===== src/rtl/matmul_host_adapter.sv =====
// Host-side adapter for the systolic matmul core: buffers A/B from the host, streams them
// to the core on go, captures the indexed result stream and serves host reads.
module matmul_host_adapter #(
    parameter int DATA_WIDTH = 16,
    parameter int M          = 4,
    parameter int N          = 2,
    parameter int K          = 3,
    parameter int TIMEOUT    = 1024,
    parameter int AW         = $clog2((M*K > K*N) ? ((M*K > M*N) ? M*K : M*N)
                                                  : ((K*N > M*N) ? K*N : M*N))
) (
    input  logic                  clk,
    input  logic                  rst,
    input  logic                  wr_en,
    input  logic                  wr_sel,
    input  logic [AW-1:0]         wr_addr,
    input  logic [DATA_WIDTH-1:0] wr_data,
    input  logic                  go,
    output logic                  busy,
    output logic                  done,
    output logic                  timeout_err,
    output logic                  count_err,
    input  logic [AW-1:0]         rd_addr,
    output logic [DATA_WIDTH-1:0] rd_data,
    output logic                  mm_start,
    output logic [DATA_WIDTH-1:0] mm_a_data,
    output logic [$clog2(M)-1:0]  mm_a_row,
    output logic [$clog2(K)-1:0]  mm_a_col,
    output logic                  mm_a_valid,
    output logic [DATA_WIDTH-1:0] mm_b_data,
    output logic [$clog2(K)-1:0]  mm_b_row,
    output logic [$clog2(N)-1:0]  mm_b_col,
    output logic                  mm_b_valid,
    input  logic [DATA_WIDTH-1:0] mm_c_data,
    input  logic [$clog2(M)-1:0]  mm_c_row,
    input  logic [$clog2(N)-1:0]  mm_c_col,
    input  logic                  mm_c_valid,
    input  logic                  mm_done
);
    localparam int MK    = M * K;
    localparam int KN    = K * N;
    localparam int MN    = M * N;
    localparam int S     = (MK > KN) ? MK : KN;
    localparam int MW    = $clog2(M);
    localparam int KW    = $clog2(K);
    localparam int NW    = $clog2(N);
    localparam int TW    = $clog2(TIMEOUT + 1);
    localparam int CMAX  = (TIMEOUT > MN) ? TIMEOUT : MN;
    localparam int CW    = $clog2(CMAX + 1);
    localparam int DEPTH = 2 ** AW;

    typedef enum logic [2:0] {IDLE, START, STREAM, WAIT, FINISH} state_t;

    state_t                state_reg;
    logic [DATA_WIDTH-1:0] a_mem   [0:DEPTH-1];
    logic [DATA_WIDTH-1:0] b_mem   [0:DEPTH-1];
    logic [DATA_WIDTH-1:0] res_mem [0:DEPTH-1];

    logic [AW:0]           idx_reg;
    logic [MW-1:0]         a_row_cnt_reg;
    logic [KW-1:0]         a_col_cnt_reg;
    logic [KW-1:0]         b_row_cnt_reg;
    logic [NW-1:0]         b_col_cnt_reg;
    logic [TW-1:0]         wait_cnt_reg;
    logic [CW-1:0]         res_cnt_reg;
    logic [CW-1:0]         res_cnt_next;

    logic                  busy_reg, done_reg, timeout_err_reg, count_err_reg, mm_start_reg;
    logic [DATA_WIDTH-1:0] rd_data_reg, mm_a_data_reg, mm_b_data_reg;
    logic [MW-1:0]         mm_a_row_reg;
    logic [KW-1:0]         mm_a_col_reg, mm_b_row_reg;
    logic [NW-1:0]         mm_b_col_reg;
    logic                  mm_a_valid_reg, mm_b_valid_reg;

    logic                  a_we, b_we, c_we, a_live, b_live;
    logic [AW:0]           c_flat;

    // Operands are only writable while idle so a run always sees a frozen snapshot.
    assign a_we   = !rst && (state_reg == IDLE) && wr_en && !wr_sel && ({1'b0, wr_addr} < (AW+1)'(MK));
    assign b_we   = !rst && (state_reg == IDLE) && wr_en &&  wr_sel && ({1'b0, wr_addr} < (AW+1)'(KN));
    assign c_flat = (AW+1)'(mm_c_row) * (AW+1)'(N) + (AW+1)'(mm_c_col);
    assign c_we   = !rst && (state_reg == WAIT) && mm_c_valid &&
                    (c_flat < (AW+1)'(MN)) && ((AW+1)'(mm_c_col) < (AW+1)'(N));
    assign a_live = idx_reg < (AW+1)'(MK);
    assign b_live = idx_reg < (AW+1)'(KN);
    assign res_cnt_next = res_cnt_reg + CW'(mm_c_valid);

    always_ff @(posedge clk) begin
        if (a_we) a_mem[wr_addr] <= wr_data;
        if (b_we) b_mem[wr_addr] <= wr_data;
        if (c_we) res_mem[c_flat[AW-1:0]] <= mm_c_data;
    end

    always_ff @(posedge clk) begin
        if (rst)
            rd_data_reg <= '0;
        else if ({1'b0, rd_addr} < (AW+1)'(MN))
            rd_data_reg <= res_mem[rd_addr];
        else
            rd_data_reg <= '0;
    end

    always_ff @(posedge clk) begin
        if (rst) begin
            state_reg       <= IDLE;
            idx_reg         <= '0;
            a_row_cnt_reg   <= '0;
            a_col_cnt_reg   <= '0;
            b_row_cnt_reg   <= '0;
            b_col_cnt_reg   <= '0;
            wait_cnt_reg    <= '0;
            res_cnt_reg     <= '0;
            busy_reg        <= 1'b0;
            done_reg        <= 1'b0;
            timeout_err_reg <= 1'b0;
            count_err_reg   <= 1'b0;
            mm_start_reg    <= 1'b0;
            mm_a_valid_reg  <= 1'b0;
            mm_a_data_reg   <= '0;
            mm_a_row_reg    <= '0;
            mm_a_col_reg    <= '0;
            mm_b_valid_reg  <= 1'b0;
            mm_b_data_reg   <= '0;
            mm_b_row_reg    <= '0;
            mm_b_col_reg    <= '0;
        end else begin
            mm_start_reg <= 1'b0;
            done_reg     <= 1'b0;
            case (state_reg)
                IDLE: begin
                    if (go) begin
                        state_reg       <= START;
                        busy_reg        <= 1'b1;
                        mm_start_reg    <= 1'b1;
                        timeout_err_reg <= 1'b0;
                        count_err_reg   <= 1'b0;
                        idx_reg         <= '0;
                        a_row_cnt_reg   <= '0;
                        a_col_cnt_reg   <= '0;
                        b_row_cnt_reg   <= '0;
                        b_col_cnt_reg   <= '0;
                    end
                end
                // START issues element 0 so the first valid lands the cycle after mm_start.
                START, STREAM: begin
                    if (idx_reg == (AW+1)'(S)) begin
                        state_reg      <= WAIT;
                        mm_a_valid_reg <= 1'b0;
                        mm_a_data_reg  <= '0;
                        mm_a_row_reg   <= '0;
                        mm_a_col_reg   <= '0;
                        mm_b_valid_reg <= 1'b0;
                        mm_b_data_reg  <= '0;
                        mm_b_row_reg   <= '0;
                        mm_b_col_reg   <= '0;
                        wait_cnt_reg   <= '0;
                        res_cnt_reg    <= '0;
                    end else begin
                        state_reg      <= STREAM;
                        idx_reg        <= idx_reg + (AW+1)'(1);
                        mm_a_valid_reg <= a_live;
                        mm_a_data_reg  <= a_live ? a_mem[idx_reg[AW-1:0]] : '0;
                        mm_a_row_reg   <= a_live ? a_row_cnt_reg : '0;
                        mm_a_col_reg   <= a_live ? a_col_cnt_reg : '0;
                        mm_b_valid_reg <= b_live;
                        mm_b_data_reg  <= b_live ? b_mem[idx_reg[AW-1:0]] : '0;
                        mm_b_row_reg   <= b_live ? b_row_cnt_reg : '0;
                        mm_b_col_reg   <= b_live ? b_col_cnt_reg : '0;
                        if (a_col_cnt_reg == KW'(K - 1)) begin
                            a_col_cnt_reg <= '0;
                            a_row_cnt_reg <= a_row_cnt_reg + MW'(1);
                        end else begin
                            a_col_cnt_reg <= a_col_cnt_reg + KW'(1);
                        end
                        if (b_col_cnt_reg == NW'(N - 1)) begin
                            b_col_cnt_reg <= '0;
                            b_row_cnt_reg <= b_row_cnt_reg + KW'(1);
                        end else begin
                            b_col_cnt_reg <= b_col_cnt_reg + NW'(1);
                        end
                    end
                end
                WAIT: begin
                    wait_cnt_reg <= wait_cnt_reg + TW'(1);
                    if (mm_c_valid)
                        res_cnt_reg <= res_cnt_next;
                    if (mm_done || (wait_cnt_reg == TW'(TIMEOUT - 1))) begin
                        state_reg       <= FINISH;
                        busy_reg        <= 1'b0;
                        done_reg        <= 1'b1;
                        timeout_err_reg <= !mm_done;
                        count_err_reg   <= (res_cnt_next != CW'(MN));
                    end
                end
                FINISH:  state_reg <= IDLE;
                default: state_reg <= IDLE;
            endcase
        end
    end

    assign busy        = busy_reg;
    assign done        = done_reg;
    assign timeout_err = timeout_err_reg;
    assign count_err   = count_err_reg;
    assign rd_data     = rd_data_reg;
    assign mm_start    = mm_start_reg;
    assign mm_a_data   = mm_a_data_reg;
    assign mm_a_row    = mm_a_row_reg;
    assign mm_a_col    = mm_a_col_reg;
    assign mm_a_valid  = mm_a_valid_reg;
    assign mm_b_data   = mm_b_data_reg;
    assign mm_b_row    = mm_b_row_reg;
    assign mm_b_col    = mm_b_col_reg;
    assign mm_b_valid  = mm_b_valid_reg;

endmodule


===== config.mk =====
export PLATFORM = sky130hd
export DESIGN_NAME = matmul_host_adapter
export DESIGN_NICKNAME = d
export VERILOG_FILES = /design/src/rtl/matmul_host_adapter.sv
export SDC_FILE = /design/constraint.sdc
export NUM_CORES = 1
export LEC_CHECK = 0
export ABC_AREA = 1
export CORE_MARGIN = 4
export CORE_UTILIZATION = 35
export CTS_CLUSTER_SIZE = 24
export DETAILED_ROUTE_END_ITERATION = 7
export PLACE_DENSITY_LB_ADDON = 0.25
export SLEW_MARGIN = 5
export SYNTH_ARGS = -nofsm -noshare
export SYNTH_HDL_FRONTEND = slang
export SYNTH_SLANG_ARGS = --single-unit

===== constraint.sdc =====
create_clock -name clk -period 4.2 [get_ports clk]
set_input_delay 1.26 -clock clk [delete_from_list [all_inputs] [get_ports clk]]
set_output_delay 1.26 -clock clk [all_outputs]
set_load 0.1 [all_outputs]

Word level (Yosys, flattened, before mapping). Memory sizes are Yosys's and may differ from the RTL's. A register that Yosys moved wholly into a read port is not among the register bits. Index checks and enable logic that the tools add are counted.

Word-level logic and storage cells: 141. Memory bits (writable): 768. Input bits: 50. Output and inout bits: 62. Flip-flop bits (word level): 83. Memories: 3.

Bitwise logic cells: 3. Reductions and logical operators: 28. Muxes and demuxes: 58. $add $sub $neg: 8. $lt $le $gt $ge: 6. Eq/ne operators: 14.

Memories: a_mem (depth 16, bits a word 16, rd ports 1, clocked after Yosys merged registers in 1, write ports 1, RTL line 55) `logic [DATA_WIDTH-1:0] a_mem [0:DEPTH-1];`; b_mem (depth 16, bits a word 16, rd ports 1, clocked after Yosys merged registers in 1, write ports 1, RTL line 56) `logic [DATA_WIDTH-1:0] b_mem [0:DEPTH-1];`; res_mem (depth 16, bits a word 16, rd ports 1, clocked after Yosys merged registers in 1, write ports 1, RTL line 57) `logic [DATA_WIDTH-1:0] res_mem [0:DEPTH-1];`.

Operator list (count): $mux W16 (4); $pmux W11 S2 (2); $mux W2 (13); $mux W11 (2); $mux W1 (20); $mux W4 (4); $lt A4 B4 Y1 const B (3); $ne A2 B2 Y1 const B (6); $pmux W2 S2 (3); $add A11 B1 Y11 (1); $add A11 B1 Y11 const B (1); $eq A11 B10 Y1 const B (1); $ne A11 B4 Y1 const B (1); $mux W5 (2); $pmux W5 S2 (1); $logic_and A1 B1 Y1 (9); $pmux W3 S3 (1); $reduce_and A3 Y1 (3); $pmux W1 S2 (4); $reduce_and A4 Y1 (2); $reduce_or A2 Y1 (4); $add A2 B1 Y2 const B (3); $eq A3 B2 Y1 const B (2); $mux W3 (2); other kinds (16) (23).

Longest topological paths before layout.
Depth after elaboration: 7. Mapped depth: 13.

Worst setup path after synthesis. OpenSTA, ideal clock, no wires.

Kind: input port to flip-flop. Start point: input port rst. End point: memory res_mem[2][0] (enable). Data arrival time: 3091 ps. Library setup time: 409 ps. Slack: 700 ps. Stages on the path: 5. Cell sequence: clkbuf_1 nor2_1 inv_1 or2_1 nor3_1.

Cells in the longest elaborated chain, start to end: 6.

RTL lines: start: declaration (RTL line 13) `input logic rst,`; $logic_not A1 Y1 (RTL line 82) `assign c_we = !rst && (state_reg == WAIT) && mm_c_valid &&`; $logic_and A1 B1 Y1 (3 in series) (RTL line 82); $mux W1 (RTL line 91) `if (c_we) res_mem[c_flat[AW-1:0]] <= mm_c_data;`; $mux W1 (implied by the code) (RTL line 91); end: declaration (RTL line 57).

No other way between the ends.

Final worst setup path.
Start point: register mm_a_data_reg[0] (netlist: mm_a_data[0]). End point: output port mm_a_data[0].

RTL lines: start: declaration (RTL line 69) `logic [DATA_WIDTH-1:0] rd_data_reg, mm_a_data_reg, mm_b_data_reg;`; start signal: assignment (RTL line 162) `mm_a_data_reg <= a_live ? a_mem[idx_reg[AW-1:0]] : '0;`; end: declaration (RTL line 26) `output logic [DATA_WIDTH-1:0] mm_a_data,`.

No word-level cell between the ends.

==> impl_results.rst <==
.. list-table::
   :header-rows: 1

   * - Metric
     - Value
   * - Average detailed-routed wire length per instance
     - between 15 and 20 um
   * - CTS resizes
     - 0
   * - Placeable Area
     - 84200 sq um
   * - Vias in the first global route
     - approximately 19000
   * - Post-synth top cells
     - 640 x sky130_fd_sc_hd__edfxtp_1, 322 x sky130_fd_sc_hd__nand2_1, 317 x sky130_fd_sc_hd__inv_1
   * - Buffers & Inverters on Critical Path
     - 1
   * - Top Family by Delay on Critical Path
     - buffers and inverters
   * - Maximum count of clock buffers along a single path
     - 3
   * - WS Path Type
     - flop to output pin
   * - Number of buffers created by CTS
     - 81
   * - Synthesized area
     - about 30000 sq um
   * - Synth area leader
     - sky130_fd_sc_hd__edfxtp_1
   * - CP Capture Type
     - output pin
   * - Endpoint required time on the critical path
     - roughly 2.9 ns
   * - Buffer cell driving the clock tree root
     - sky130_fd_sc_hd__clkbuf_16
   * - Number of detailed-routing iterations run before antenna repair
     - 6
   * - Fin Clk Skew
     - around 0.028 ns
   * - Number of pins with negative max-slew slack in the final report
     - 0
   * - Clock sinks
     - about 740
   * - Highest-delay cell along the critical path
     - sky130_fd_sc_hd__clkdlybuf4s50_1
   * - Most frequent cell after synthesis
     - sky130_fd_sc_hd__edfxtp_1
   * - Post-synthesis register bit count
     - roughly 740
   * - Wire length of the first global-routing pass
     - approximately 110000 um
   * - Number of hold violations in the final report
     - 0
   * - Clock-pin slew on the worst setup and hold paths
     - ~0.060 ns
   * - Post-CTS Repair Setup Buffers
     - 0
   * - Worst Path Max Fanout
     - 2
   * - Minimum period implied by the final worst setup slack
     - roughly 3.5 ns
   * - Number of hold buffers added after CTS
     - 0
   * - Number of buffers inserted by port buffering
     - ~110
   * - Share of final-layout standard cells stronger than drive strength 1
     - 0.0814
   * - Final-layout fill cell count
     - around 8000
   * - Total via count in the routed design
     - between 15000 and 20000
   * - Outcome
     - finished, final reports clean
   * - Final weighted congestion in routability-driven placement
     - roughly 0.8
   * - Number of enable flip-flop cells after synthesis
     - 640
   * - X dimension of the die
     - approximately 300 um
   * - Gate count of the mapped netlist
     - about 2500
   * - Commonest register cell after synthesis
     - sky130_fd_sc_hd__edfxtp_1
   * - Initial antenna violation count
     - 6
   * - Setup Viol. Count Final
     - 0
   * - Sequential share of the synthesized area
     - 0.712
   * - TritonCTS clock tree
     - done
   * - Drt first-iter violations
     - around 1300
   * - Synth Area per Inst
     - 11.8 sq um
   * - RSZ-0062 raised after global routing
     - false
   * - Count of synthesis-stage warnings from yosys
     - 0
   * - Slew at the pin closest to its max-slew limit
     - 1.06 ns
   * - Startpoint class of the critical path
     - flop
   * - Final routed wirelength across all metal layers
     - ~69000 um
   * - Vias per Instance
     - 4.72
   * - Maximum number of pins on one net before global-route repair
     - between 100 and 150
   * - All-Layer GR Usage
     - 0.152
   * - Chip Height
     - 300 um
   * - Hold WS
     - roughly 0.47 ns
   * - Final design utilization
     - 0.424
   * - Remaining DRCs
     - 0
   * - Boundary pin count
     - approximately 110
   * - List of cells traversed by the critical path
     - clkdlybuf4s50_1
   * - Net total in the final layout
     - slightly below 3000
   * - Class of the worst hold path
     - flop to flop
   * - Max capacitance violation total
     - 0
   * - Starting Density
     - 0.355
   * - Overall power after layout
     - ~0.018 W
   * - # H-tree levels
     - 3
   * - Delay of the slowest cell on the worst path
     - ~1.2 ns
   * - Reported leakage power
     - about 13 nW
   * - WP data arrival
     - 2.22 ns
   * - Largest cells by area after synthesis
     - sky130_fd_sc_hd__edfxtp_1 64%, sky130_fd_sc_hd__dfxtp_1 6.9%, sky130_fd_sc_hd__nand2_1 4.0%
   * - Share of the synthesized area in the top cell type
     - 0.643
   * - Maximum clock frequency
     - 288 MHz
   * - Std-Cell Rows
     - 106
   * - Total power per unit cell area
     - 517 nW/um^2
   * - Total congestion overflow
     - 0
   * - Period utilisation layout
     - 0.828
   * - Antenna viol nets, final
     - 0
   * - Relative slew margins
     - 0.290
   * - Setup_tns
     - 0 ns
   * - Clock latency reported for the late side of the worst-skew pair
     - 0.62 ns
   * - Detail Placement HPWL
     - about 43000 um
   * - Highest ir drop seen on vdd
     - approximately 0.3 mV
   * - Floorplan die area
     - 90100 sq um
   * - Async S/R FF share, synth
     - 0
   * - Relative area change from synthesis to final layout
     - 19.4%
   * - Number of different library cells in the post-synthesis netlist
     - slightly above 40
layout by cell type (no fill, tap or decap), types with 13 or more instances in the layout:
cell type,instances
sky130_fd_sc_hd__clkbuf_1,17
sky130_fd_sc_hd__a21oi_1,175
sky130_fd_sc_hd__a21oi_2,26
sky130_fd_sc_hd__clkinv_2,21
sky130_fd_sc_hd__o211ai_1,116
sky130_fd_sc_hd__nand3_1,182
sky130_fd_sc_hd__o22ai_1,17
sky130_fd_sc_hd__a31oi_1,18
sky130_fd_sc_hd__nor2_1,172
sky130_fd_sc_hd__o21ai_1,52
sky130_fd_sc_hd__clkbuf_16,83
sky130_fd_sc_hd__inv_1,317
sky130_fd_sc_hd__clkinv_1,13
sky130_fd_sc_hd__o21ai_0,205
sky130_fd_sc_hd__clkdlybuf4s50_1,104
sky130_fd_sc_hd__conb_1,224
sky130_fd_sc_hd__dfxtp_1,99
sky130_fd_sc_hd__buf_4,59
sky130_fd_sc_hd__edfxtp_1,640
sky130_fd_sc_hd__nand2_1,322
power breakdown:
| group | switching, W | total [W] | internal [W] |
|---|---|---|---|
| Sequential | 0.000178 | 0.00852 | 0.00834 |
| Clock | 0.00286 | 0.00695 | 0.00409 |
| Combinational | 0.00219 | 0.00299 | 0.000797 |
| Total | 0.00523 | 0.0185 | 0.0132 |
final cells by class:
class | count | area (sq um) | area share
antenna | 1 | 2.50 | 0.0000701
multi-input combinational | 1558 | 7500 | 0.210
timing repair buffer | 176 | 1640 | 0.0459
sequential | 743 | 21300 | 0.597
clock inverter | 45 | 430 | 0.0121
tap | 1134 | 1420 | 0.0398
clock buffer | 104 | 2200 | 0.0615
inverter | 321 | 1210 | 0.0338
final timing paths:
| check | startpoint | end | slack (ns) | cells after the start |
|---|---|---|---|---|
| max | mm_a_data[0] | mm_a_data[0] | 0.72 | 1 |
| min reg2reg | mm_b_row[0] | mm_b_row[0] | 0.47 | 2 |
| min | mm_b_row[0] | mm_b_row[0] | 0.47 | 2 |
| max reg2reg | flop | mm_b_data[0] | 1.75 | 7 |
cells by family (layout without fill, tap and decap cells):
kind of cell | count (synthesis) | after routing | synth area share
flops | 743 | 743 | 0.712
simple gates | 705 | 705 | 0.0989
compound gates | 617 | 617 | 0.119
buf+inv | 465 | 646 | 0.0661
xor+xnor | 7 | 7 | 0.00205
fa+ha+maj | 5 | 5 | 0.00209
other cells | 1 | 225 | 0.000125
stage by stage:
step	cells	cell area [sq um]	setup WS [ns]
floorplan	2766	30700	0.700
finish	4082	35700	0.724
detailed placement	3932	33100	0.730
global placement	3932	33100	0.776
global route	4081	35700	0.671
CTS	4081	35700	0.689
per-layer routing:
| metal | global-route usage | vias to the layer above | wire, um |
|---|---|---|---|
| met1 | 0.199 | 9332 | 29900 |
| met5 | 0 | - | 26 |
| met4 | 0.0511 | 6 | 2230 |
| met3 | 0.0315 | 134 | 4020 |
| met2 | 0.253 | 426 | 32600 |
| li1 | - | 9360 | - |
Note: power is estimated with default switching activity, not from simulation.
